--- src/rtl/wb_arbiter_if.sv ---
// Bus bundle between two Wishbone-style masters, the arbiter and shared memory.
// slave: the arbiter's view. master: the view of the environment driving requests and memory responses.
interface wb_arbiter_if #(
    parameter int ADDR_W = 12,
    parameter int DATA_W = 128,
    parameter int SEL_W  = 16
);
    logic              i_cyc;
    logic              i_stb;
    logic              i_we;
    logic [ADDR_W-1:0] i_adr;
    logic [DATA_W-1:0] i_dat_m;
    logic [SEL_W-1:0]  i_sel;
    logic [DATA_W-1:0] i_dat_s;
    logic              i_ack;

    logic              d_cyc;
    logic              d_stb;
    logic              d_we;
    logic [ADDR_W-1:0] d_adr;
    logic [DATA_W-1:0] d_dat_m;
    logic [SEL_W-1:0]  d_sel;
    logic [DATA_W-1:0] d_dat_s;
    logic              d_ack;

    logic              m_cyc;
    logic              m_stb;
    logic              m_we;
    logic [ADDR_W-1:0] m_adr;
    logic [DATA_W-1:0] m_dat_m;
    logic [SEL_W-1:0]  m_sel;
    logic [DATA_W-1:0] m_dat_s;
    logic              m_ack;

    modport slave (
        input  i_cyc, i_stb, i_we, i_adr, i_dat_m, i_sel,
        output i_dat_s, i_ack,
        input  d_cyc, d_stb, d_we, d_adr, d_dat_m, d_sel,
        output d_dat_s, d_ack,
        output m_cyc, m_stb, m_we, m_adr, m_dat_m, m_sel,
        input  m_dat_s, m_ack
    );

    modport master (
        output i_cyc, i_stb, i_we, i_adr, i_dat_m, i_sel,
        input  i_dat_s, i_ack,
        output d_cyc, d_stb, d_we, d_adr, d_dat_m, d_sel,
        input  d_dat_s, d_ack,
        input  m_cyc, m_stb, m_we, m_adr, m_dat_m, m_sel,
        output m_dat_s, m_ack
    );
endinterface

--- src/rtl/wb_arbiter.sv ---
// Round-robin arbiter sharing one memory port between the instruction-fetch and data masters.
// One transaction in flight; the response is returned to the owner as a single-cycle ack.
module wb_arbiter #(
    parameter int ADDR_W = 12,
    parameter int DATA_W = 128,
    parameter int SEL_W  = 16
) (
    input  logic        clk,
    input  logic        rst_n,
    wb_arbiter_if.slave bus
);
    // state  | meaning
    // IDLE   | no transaction; pick a requester
    // BUSY_I | memory cycle on behalf of the instruction-fetch master
    // BUSY_D | memory cycle on behalf of the data master
    // DONE   | owner's ack cycle, response presented on its dat_s
    typedef enum logic [1:0] {IDLE, BUSY_I, BUSY_D, DONE} state_t;

    state_t state_q, state_d;

    logic              last_d_q;
    logic              owner_d_q;
    logic              abort_q;
    logic [ADDR_W-1:0] adr_q;
    logic [DATA_W-1:0] wdat_q;
    logic [SEL_W-1:0]  sel_q;
    logic              we_q;
    logic [DATA_W-1:0] resp_q;
    logic [DATA_W-1:0] i_hold_q;
    logic [DATA_W-1:0] d_hold_q;

    logic i_req, d_req, busy, owner_cyc, abort_now;
    logic grant_i, grant_d, capture, done_i, done_d;

    assign i_req     = bus.i_cyc & bus.i_stb;
    assign d_req     = bus.d_cyc & bus.d_stb;
    assign busy      = (state_q == BUSY_I) || (state_q == BUSY_D);
    assign owner_cyc = owner_d_q ? bus.d_cyc : bus.i_cyc;
    // once the owner lets go of cyc the cycle is an abort, even if it reasserts later
    assign abort_now = abort_q | ~owner_cyc;
    assign done_i    = (state_q == DONE) & ~owner_d_q;
    assign done_d    = (state_q == DONE) & owner_d_q;

    always_comb begin
        state_d = state_q;
        grant_i = 1'b0;
        grant_d = 1'b0;
        capture = 1'b0;
        case (state_q)
            IDLE: begin
                if (i_req && (!d_req || last_d_q)) begin
                    grant_i = 1'b1;
                    state_d = BUSY_I;
                end else if (d_req) begin
                    grant_d = 1'b1;
                    state_d = BUSY_D;
                end
            end
            BUSY_I, BUSY_D: begin
                if (bus.m_ack) begin
                    capture = ~abort_now;
                    state_d = abort_now ? IDLE : DONE;
                end
            end
            DONE:    state_d = IDLE;
            default: state_d = IDLE;
        endcase
    end

    always_ff @(posedge clk or negedge rst_n) begin
        if (!rst_n) begin
            state_q   <= IDLE;
            last_d_q  <= 1'b0;
            owner_d_q <= 1'b0;
            abort_q   <= 1'b0;
            adr_q     <= '0;
            wdat_q    <= '0;
            sel_q     <= '0;
            we_q      <= 1'b0;
            resp_q    <= '0;
            i_hold_q  <= '0;
            d_hold_q  <= '0;
        end else begin
            state_q <= state_d;
            if (grant_i || grant_d) begin
                owner_d_q <= grant_d;
                abort_q   <= 1'b0;
                adr_q     <= grant_d ? bus.d_adr   : bus.i_adr;
                wdat_q    <= grant_d ? bus.d_dat_m : bus.i_dat_m;
                sel_q     <= grant_d ? bus.d_sel   : bus.i_sel;
                we_q      <= grant_d ? bus.d_we    : bus.i_we;
            end
            if (busy) begin
                abort_q <= abort_now;
                if (bus.m_ack) last_d_q <= owner_d_q;
            end
            if (capture) resp_q <= bus.m_dat_s;
            // per-master copies keep each dat_s stable while the other master is served
            if (done_i) i_hold_q <= resp_q;
            if (done_d) d_hold_q <= resp_q;
        end
    end

    assign bus.m_cyc   = busy;
    assign bus.m_stb   = busy;
    assign bus.m_we    = we_q;
    assign bus.m_adr   = adr_q;
    assign bus.m_dat_m = wdat_q;
    assign bus.m_sel   = sel_q;

    assign bus.i_ack   = done_i;
    assign bus.d_ack   = done_d;
    assign bus.i_dat_s = done_i ? resp_q : i_hold_q;
    assign bus.d_dat_s = done_d ? resp_q : d_hold_q;
endmodule

--- src/flat_wrapper.sv ---
// flat-port wrapper written by rule: the top's interface ports become plain ports
module wb_arbiter_flat 
#(
    parameter int ADDR_W = 12,
    parameter int DATA_W = 128,
    parameter int SEL_W  = 16
)
  (clk, rst_n, bus_i_cyc, bus_i_stb, bus_i_we, bus_i_adr, bus_i_dat_m, bus_i_sel, bus_i_dat_s, bus_i_ack, bus_d_cyc, bus_d_stb, bus_d_we, bus_d_adr, bus_d_dat_m, bus_d_sel, bus_d_dat_s, bus_d_ack, bus_m_cyc, bus_m_stb, bus_m_we, bus_m_adr, bus_m_dat_m, bus_m_sel, bus_m_dat_s, bus_m_ack);
  wb_arbiter_if #(.ADDR_W(ADDR_W), .DATA_W(DATA_W), .SEL_W(SEL_W)) bus_i ();
  input  logic clk;
  input  logic rst_n;
  input wire logic [$bits(bus_i.i_cyc)-1:0] bus_i_cyc;
  input wire logic [$bits(bus_i.i_stb)-1:0] bus_i_stb;
  input wire logic [$bits(bus_i.i_we)-1:0] bus_i_we;
  input wire logic [$bits(bus_i.i_adr)-1:0] bus_i_adr;
  input wire logic [$bits(bus_i.i_dat_m)-1:0] bus_i_dat_m;
  input wire logic [$bits(bus_i.i_sel)-1:0] bus_i_sel;
  output wire logic [$bits(bus_i.i_dat_s)-1:0] bus_i_dat_s;
  output wire logic [$bits(bus_i.i_ack)-1:0] bus_i_ack;
  input wire logic [$bits(bus_i.d_cyc)-1:0] bus_d_cyc;
  input wire logic [$bits(bus_i.d_stb)-1:0] bus_d_stb;
  input wire logic [$bits(bus_i.d_we)-1:0] bus_d_we;
  input wire logic [$bits(bus_i.d_adr)-1:0] bus_d_adr;
  input wire logic [$bits(bus_i.d_dat_m)-1:0] bus_d_dat_m;
  input wire logic [$bits(bus_i.d_sel)-1:0] bus_d_sel;
  output wire logic [$bits(bus_i.d_dat_s)-1:0] bus_d_dat_s;
  output wire logic [$bits(bus_i.d_ack)-1:0] bus_d_ack;
  output wire logic [$bits(bus_i.m_cyc)-1:0] bus_m_cyc;
  output wire logic [$bits(bus_i.m_stb)-1:0] bus_m_stb;
  output wire logic [$bits(bus_i.m_we)-1:0] bus_m_we;
  output wire logic [$bits(bus_i.m_adr)-1:0] bus_m_adr;
  output wire logic [$bits(bus_i.m_dat_m)-1:0] bus_m_dat_m;
  output wire logic [$bits(bus_i.m_sel)-1:0] bus_m_sel;
  input wire logic [$bits(bus_i.m_dat_s)-1:0] bus_m_dat_s;
  input wire logic [$bits(bus_i.m_ack)-1:0] bus_m_ack;
  assign bus_i.i_cyc = bus_i_cyc;
  assign bus_i.i_stb = bus_i_stb;
  assign bus_i.i_we = bus_i_we;
  assign bus_i.i_adr = bus_i_adr;
  assign bus_i.i_dat_m = bus_i_dat_m;
  assign bus_i.i_sel = bus_i_sel;
  assign bus_i_dat_s = bus_i.i_dat_s;
  assign bus_i_ack = bus_i.i_ack;
  assign bus_i.d_cyc = bus_d_cyc;
  assign bus_i.d_stb = bus_d_stb;
  assign bus_i.d_we = bus_d_we;
  assign bus_i.d_adr = bus_d_adr;
  assign bus_i.d_dat_m = bus_d_dat_m;
  assign bus_i.d_sel = bus_d_sel;
  assign bus_d_dat_s = bus_i.d_dat_s;
  assign bus_d_ack = bus_i.d_ack;
  assign bus_m_cyc = bus_i.m_cyc;
  assign bus_m_stb = bus_i.m_stb;
  assign bus_m_we = bus_i.m_we;
  assign bus_m_adr = bus_i.m_adr;
  assign bus_m_dat_m = bus_i.m_dat_m;
  assign bus_m_sel = bus_i.m_sel;
  assign bus_i.m_dat_s = bus_m_dat_s;
  assign bus_i.m_ack = bus_m_ack;
  wb_arbiter #(.ADDR_W(ADDR_W), .DATA_W(DATA_W), .SEL_W(SEL_W)) u_core (.clk(clk), .rst_n(rst_n), .bus(bus_i));
endmodule
--- config.mk ---
export PLATFORM = sky130hd
export DESIGN_NAME = wb_arbiter_flat
export DESIGN_NICKNAME = d
export VERILOG_FILES = /design/src/rtl/wb_arbiter_if.sv /design/src/rtl/wb_arbiter.sv /design/src/flat_wrapper.sv
export SDC_FILE = /design/constraint.sdc
export NUM_CORES = 1
export LEC_CHECK = 0
export BUFFER_PORTS_ARGS = -buffer_cell sky130_fd_sc_hd__buf_2
export CAP_MARGIN = 20
export CORE_AREA = 2 2 332 334
export CTS_CLUSTER_SIZE = 25
export DETAILED_ROUTE_END_ITERATION = 10
export DIE_AREA = 0 0 334 336
export GPL_ROUTABILITY_DRIVEN = 0
export PLACE_DENSITY = 0.5
export RECOVER_POWER = 100
export SYNTH_ARGS = -nofsm -noshare
export SYNTH_HDL_FRONTEND = slang
export SYNTH_SLANG_ARGS = --single-unit
--- constraint.sdc ---
create_clock -name clk -period 2.4 [get_ports clk]
set_input_delay 0.12 -clock clk [delete_from_list [all_inputs] [get_ports clk]]
set_output_delay 0.12 -clock clk [all_outputs]
set_load 0.1 [all_outputs]
==> flow_metrics.env, run 1 <==
export IMPL_ys_seq_area_frac=0.580
export IMPL_timing_slew_headroom=0.392
export IMPL_timing_fmax_ghz=0.415
export IMPL_start_util=0.217
export IMPL_violations="negative setup slack"
export IMPL_period_share=1.00
export IMPL_firstDrtPassIters=6
export IMPL_finalWorstSetupSlack_ns=-0.0108
export IMPL_hold_path_class="in -> reg"
export IMPL_start_kind="register"
export IMPL_syn_avg_cell_area_um2=11.6
export IMPL_status="finished with violations"
export IMPL_dp_hpwl_mm=70.8
export IMPL_wl_met2_mm=51.7
export IMPL_grt_pass1_vias=23000
export IMPL_ys_warn_count=0
export IMPL_cp_top_family="buffers and inverters"
export IMPL_syn_num_nets=2478
export IMPL_wire_per_inst_um=22.0
export IMPL_setup_viol=11
export IMPL_pre_cts_slack_ns=0.304
export IMPL_cts_sinks=546
export IMPL_drcViolationCount=0
export IMPL_grt_start_max_net_pins=113
export IMPL_grt_overflow=0
export IMPL_tritoncts="done"
export IMPL_wl_met1_mm=43.8
export IMPL_drtIter0Drc=1288
export IMPL_end_kind="output pin"
export IMPL_layout_common_cells="607 x buf_2, 545 x dfrtp_1, 449 x dlygate4sd3_1"
export IMPL_dr_wl_met3_mm=7.29
export IMPL_clk_latency_ns=0.63
export IMPL_skew_ns=0.0200
export IMPL_crit_type="reg -> out"
export IMPL_worstPathArrival_ns=2.29
export IMPL_layout_commonest_cell="buf_2"
export IMPL_ys_types=27
export IMPL_drv_cap=0
export IMPL_synthCells=2027
export IMPL_vias=22000
export IMPL_crit_slowest_cell="dfrtp_1"
export IMPL_hold_viol=0
export IMPL_cp_buffers_inverters=2
export IMPL_synthesis_area_um2=23500
export IMPL_finalNetCount=3841
export IMPL_dieArea_um2=112000
export IMPL_ant_nets=0
export IMPL_die_w_um=334
export IMPL_htreeDepth=3
export IMPL_required_ns=2.28
export IMPL_root_buffer="clkbuf_16"
export IMPL_area_growth_pct=78.5
export IMPL_core_um2=108000
export IMPL_max_stage_delay_ns=0.42
export IMPL_finalWorstPathRequiredPeriod_ns=2.41
export IMPL_synth_seq_cells=546
export IMPL_grt_pass1_wl_mm=152
export IMPL_num_io_pins=866
export IMPL_grt_setup_unrepaired="yes"
export IMPL_die_h_um=336
export IMPL_antenna_found_initial=7
export IMPL_drive_above_1_share=0.457
export IMPL_rows=121
export IMPL_finalWirelength_mm=107
export IMPL_top_layer_used="met5"
export IMPL_worst_slew_pin_slew_ns=0.912
export IMPL_crit_chain="ha_4 > nand2_8 > bufbuf_16 > mux2_2 > buf_12"
export IMPL_slew_violations=0
export IMPL_clockBufferDepth=3
export IMPL_crit_fanout=15
export IMPL_clk_pin_slew_ns=0.06
export IMPL_grt_use_total=0.179
export IMPL_viasPerCell=4.53
export IMPL_cts_buffers=67
export IMPL_place_port_buffers=865
-- path summary, 6_finish.rpt --
| kind | from | cells after the start | end | slack (ns) |
|---|---|---|---|---|
| setup / recovery | u_core.state_q[0]$_DFFE_PN0P_ | 5 | bus_d_dat_s[115] | -0.01 |
| hold / removal | bus_i_cyc | 4 | u_core.abort_q$_DFFE_PN0P_ | 0.13 |
| setup reg to reg | u_core.state_q[1]$_DFFE_PN0P_ | 7 | u_core.resp_q[92]$_DFFE_PN0P_ | 0.25 |
| hold reg to reg | u_core.i_hold_q[75]$_DFF_PN0_ | 2 | u_core.i_hold_q[75]$_DFF_PN0_ | 0.49 |
| max in group asynchronous | rst_n | 4 | u_core.owner_d_q$_DFFE_PN0P_ | 0.24 |
| min in group asynchronous | rst_n | 3 | u_core.bus.m_dat_m[61]$_DFFE_PN0P_ | 0.74 |
-- through the flow --
step | utilization | cell area [um^2] | std cells | TNS (ns) | hold slack (ns)
4_1_cts | 0.374 | 40500 | 4810 | -6.96 | 0.0468
5_1_grt | 0.388 | 42000 | 4860 | -10.42 | 0.151
2_1_floorplan | - | 23500 | 2027 | 0 | -0.176
3_3_place_gp | 0.300 | 32500 | 4217 | 0 | 0.0899
3_5_place_dp | 0.300 | 32500 | 4217 | 0 | 0.0831
6_report | 0.388 | 42000 | 4861 | -0.0333 | 0.127
-- worst reg2reg max path: stages, from the launching register on --
cell	delay [ns]
dfrtp_1	0.40
inv_1	0.07
ha_2	0.37
nand2_1	0.11
nor3_4	0.18
buf_12	0.29
buf_12	0.24
mux2_2	0.37
-- cell usage after synthesis --
cell | n | area [um^2]
ha_1 | 2 | 25.0
buf_4 | 4 | 30.0
a22oi_1 | 1 | 7.51
buf_6 | 40 | 450
nor2b_1 | 1 | 6.26
or3b_2 | 1 | 8.76
buf_1 | 3 | 11.3
and3_1 | 1 | 6.26
mux2_2 | 258 | 2910
nand2_1 | 389 | 1460
o32a_1 | 158 | 1580
or2_1 | 1 | 6.26
nand3_1 | 2 | 10.0
and3b_1 | 1 | 8.76
clkbuf_1 | 109 | 409
o21ai_0 | 160 | 801
nor3_2 | 1 | 10.0
nand2b_1 | 1 | 6.26
a2bb2oi_1 | 157 | 1380
a21oi_1 | 1 | 5.00
o21a_1 | 1 | 7.51
buf_2 | 24 | 120
o22ai_1 | 1 | 6.26
mux2i_1 | 1 | 10.0
dfrtp_1 | 546 | 13700
inv_1 | 162 | 608
nor2_1 | 1 | 3.75
-- metal layers --
layer | track usage | up-vias
met4 | 0.0718 | 2
li1 | - | 9860
met5 | 0 | -
met1 | 0.224 | 11200
met3 | 0.0443 | 215
met2 | 0.296 | 811
-- cell type report --
class / count / area, um^2
flip-flops and latches: 546 / 13700
fillers: 10400 / 66400
multi-input cells: 1139 / 9360
well taps: 1414 / 1770
clock inverters: 22 / 354
inverters: 162 / 634
diodes: 4 / 10.0
repair inverters: 3 / 56.3
repair buffers: 1471 / 14200
clock buffers: 100 / 1940
-- registers in the layout (all words and copies together), names as in the netlist --
signal              cells
u_core.i_hold_q       128
u_core.bus.m_adr       12
u_core.bus.m_sel       16
u_core.bus.m_dat_m    128
u_core.last_d_q         1
u_core.abort_q          1
u_core.owner_d_q        1
u_core.bus.m_we         1
u_core.state_q          2
u_core.resp_q         128
u_core.d_hold_q       128
-- what timing repair did --
action,4_1_cts,5_1_grt
setup buffers,10,37
endpoints found under the setup margin,257,211
hold buffers,450,0
pin swaps,2,86
cloned,12,13
hold endpoints to repair,782,0
gates resized for setup,272,288
-- cells by family (layout without fill, tap and decap cells) --
kind of cell,after synthesis,in the layout,share of synthesized area
buffers and inverters,342,1758,0.0692
flip-flops,546,546,0.580
other,0,4,0
AO/OA/AOI/OAI,479,479,0.161
multiplexers,259,259,0.124
adder cells (fa/ha/maj),2,2,0.00106
AND/OR/NAND/NOR,399,399,0.0648
Power of run 1 is not shown: default switching activity piles up to over one toggle a cycle in this logic, so the estimate is an artifact.
==> inputs of run 2 (changes only) <==
CORE_AREA = 2 2 339 341   (was 2 2 332 334)
DIE_AREA = 0 0 341 343   (was 0 0 334 336)
PLACE_DENSITY = 0.48   (was 0.5)
==> run 2 against run 1 <==
The flow finishes with violations (max-capacitance violations, max-slew violations). Cell count rose by 1.8%. Via count fell by 1.1%. Setup slack improved by 0.015 ns. Highest routed layer unchanged.
==> flow_metrics.env, run 2 (synthesis gave the netlist of run 1 again) <==
export IMPL_dieArea_um2=117000
export IMPL_crit_fanout=23
export IMPL_cts_buffers=70
export IMPL_finalWorstPathRequiredPeriod_ns=2.40
export IMPL_start_kind="register"
export IMPL_hold_path_class="in -> reg"
export IMPL_clk_pin_slew_ns=0.05
export IMPL_timing_slew_headroom=-0.389
export IMPL_worstPathArrival_ns=2.28
export IMPL_required_ns=2.28
export IMPL_finalNetCount=3822
export IMPL_drcViolationCount=0
export IMPL_finalWirelength_mm=107
export IMPL_num_io_pins=866
export IMPL_timing_fmax_ghz=0.417
export IMPL_grt_setup_unrepaired="yes"
export IMPL_wire_per_inst_um=21.6
export IMPL_status="finished with violations"
export IMPL_grt_use_total=0.175
export IMPL_drtIter0Drc=1386
export IMPL_crit_type="reg -> out"
export IMPL_area_growth_pct=77.8
export IMPL_layout_commonest_cell="buf_2"
export IMPL_place_area_um2=32500
export IMPL_nFillCells=11000
export IMPL_grt_pass1_wl_mm=153
export IMPL_hold_path_end="u_core.bus.m_dat_m[21]$_DFFE_PN0P_"
export IMPL_htreeDepth=3
export IMPL_timing_rr_start="u_core.state_q[0]$_DFFE_PN0P_"
export IMPL_firstDrtPassIters=6
export IMPL_drive_above_1_share=0.460
export IMPL_vias=21800
export IMPL_slew_violations=55
export IMPL_grt_pass1_vias=22800
export IMPL_hp_start="bus_i_dat_m[21]"
export IMPL_worst_slew_pin_slew_ns=2.08
export IMPL_dp_hpwl_mm=73.2
export IMPL_ant_nets=0
export IMPL_hold_depth=4
export IMPL_period_share=0.998
export IMPL_root_buffer="clkbuf_16"
export IMPL_rows=124
export IMPL_setup_viol=0
export IMPL_viasPerCell=4.41
export IMPL_clockBufferDepth=3
export IMPL_clk_latency_ns=0.64
export IMPL_r2r_slack_ns=0.12
export IMPL_tritoncts="done"
export IMPL_die_w_um=341
export IMPL_start_util=0.208
export IMPL_grt_overflow=0
export IMPL_fin_area_um2=41900
export IMPL_end_kind="output pin"
export IMPL_grt_start_max_net_pins=158
export IMPL_r2r_end="u_core.bus.m_sel[15]$_DFFE_PN0P_"
export IMPL_violations="max-capacitance violations, max-slew violations"
export IMPL_die_h_um=343
export IMPL_hold_viol=0
export IMPL_reg2reg_depth=7
export IMPL_layout_common_cells="607 x buf_2, 545 x dfrtp_1, 448 x dlygate4sd3_1"
export IMPL_drv_cap=1
export IMPL_place_port_buffers=865
export IMPL_cts_sinks=546
export IMPL_core_um2=113000
export IMPL_skew_ns=0.0178
export IMPL_antenna_found_initial=15
[run 2: changes by cell type in the layout (fill, tap and decap cells not counted), sizes merged]
cell / previous run / this run
buf: 992 / 983
bufinv: 6 / 2
clkbuf: 129 / 123
clkinv: 15 / 14
clkinvlp: 1 / 2
diode: 4 / 13
dlygate4sd3: 449 / 448
inv: 165 / 166
nand2: 389 / 390
[run 2: through the flow]
step	utilization	worst slack (ns)	TNS, ns	hold WS (ns)	instances
2_1_floorplan	-	0.139	0	-0.176	2027
3_3_place_gp	0.287	0.295	0	0.151	4299
3_5_place_dp	0.287	0.302	0	0.153	4299
4_1_cts	0.361	-0.0998	-5.03	0.00462	4916
5_1_grt	0.369	-0.101	-11.22	0.0413	4948
6_report	0.369	0.00428	0	0.0594	4950
[run 2: worst max-delay path by stage]
stage / slack [ns] / cells after the start / endpoint / startpoint
after floorplan: 0.14 / 6 / u_core.i_hold_q[118]$_DFF_PN0_ / u_core.state_q[0]$_DFFE_PN0P_
after global placement: 0.29 / 5 / bus_d_dat_s[81] / u_core.state_q[0]$_DFFE_PN0P_
after detailed placement: 0.30 / 5 / bus_d_dat_s[81] / u_core.state_q[0]$_DFFE_PN0P_
after CTS: -0.1 / 5 / bus_d_dat_s[51] / u_core.state_q[1]$_DFFE_PN0P_
after global routing: -0.10 / 9 / bus_i_dat_s[39] / u_core.state_q[0]$_DFFE_PN0P_
final: 0.004 / 5 / bus_d_dat_s[49] / u_core.state_q[0]$_DFFE_PN0P_
[run 2: repair_timing]
item | in CTS | in global routing
gates cloned | 14 | 6
hold endpoints to repair | 596 | 0
resized for setup | 305 | 211
hold buffers | 448 | 0
endpoints found under the setup margin | 244 | 207
buffers inserted | 29 | 20
pin swaps | 33 | 49
[run 2: final cells by class]
type	count	area, um^2	area share
clock inverters	20	272	0.00649
repair buffers	1449	14000	0.334
inverters	162	634	0.0152
multi-input cells	1140	9310	0.222
flip-flops and latches	546	13700	0.326
clock buffers	106	2080	0.0496
diodes	13	32.5	0.000777
well taps	1512	1890	0.0452
repair inverters	2	17.5	0.000418
[run 2: metal layers]
metal | vias up | GRT usage | routed length (um)
met5 | - | 0.0124 | 207
met4 | 6 | 0.0732 | 4080
met3 | 209 | 0.0506 | 7880
met2 | 845 | 0.283 | 51500
met1 | 10900 | 0.217 | 43500
li1 | 9835 | - | -
[run 2: worst max-delay path: stages (launching register included)]
cell	delay [ns]
dfrtp_1	0.41
ha_4	0.21
nand2_8	0.18
buf_16	0.24
mux2_2	0.38
buf_6	0.19
Power of run 2 is left out for the same reason.
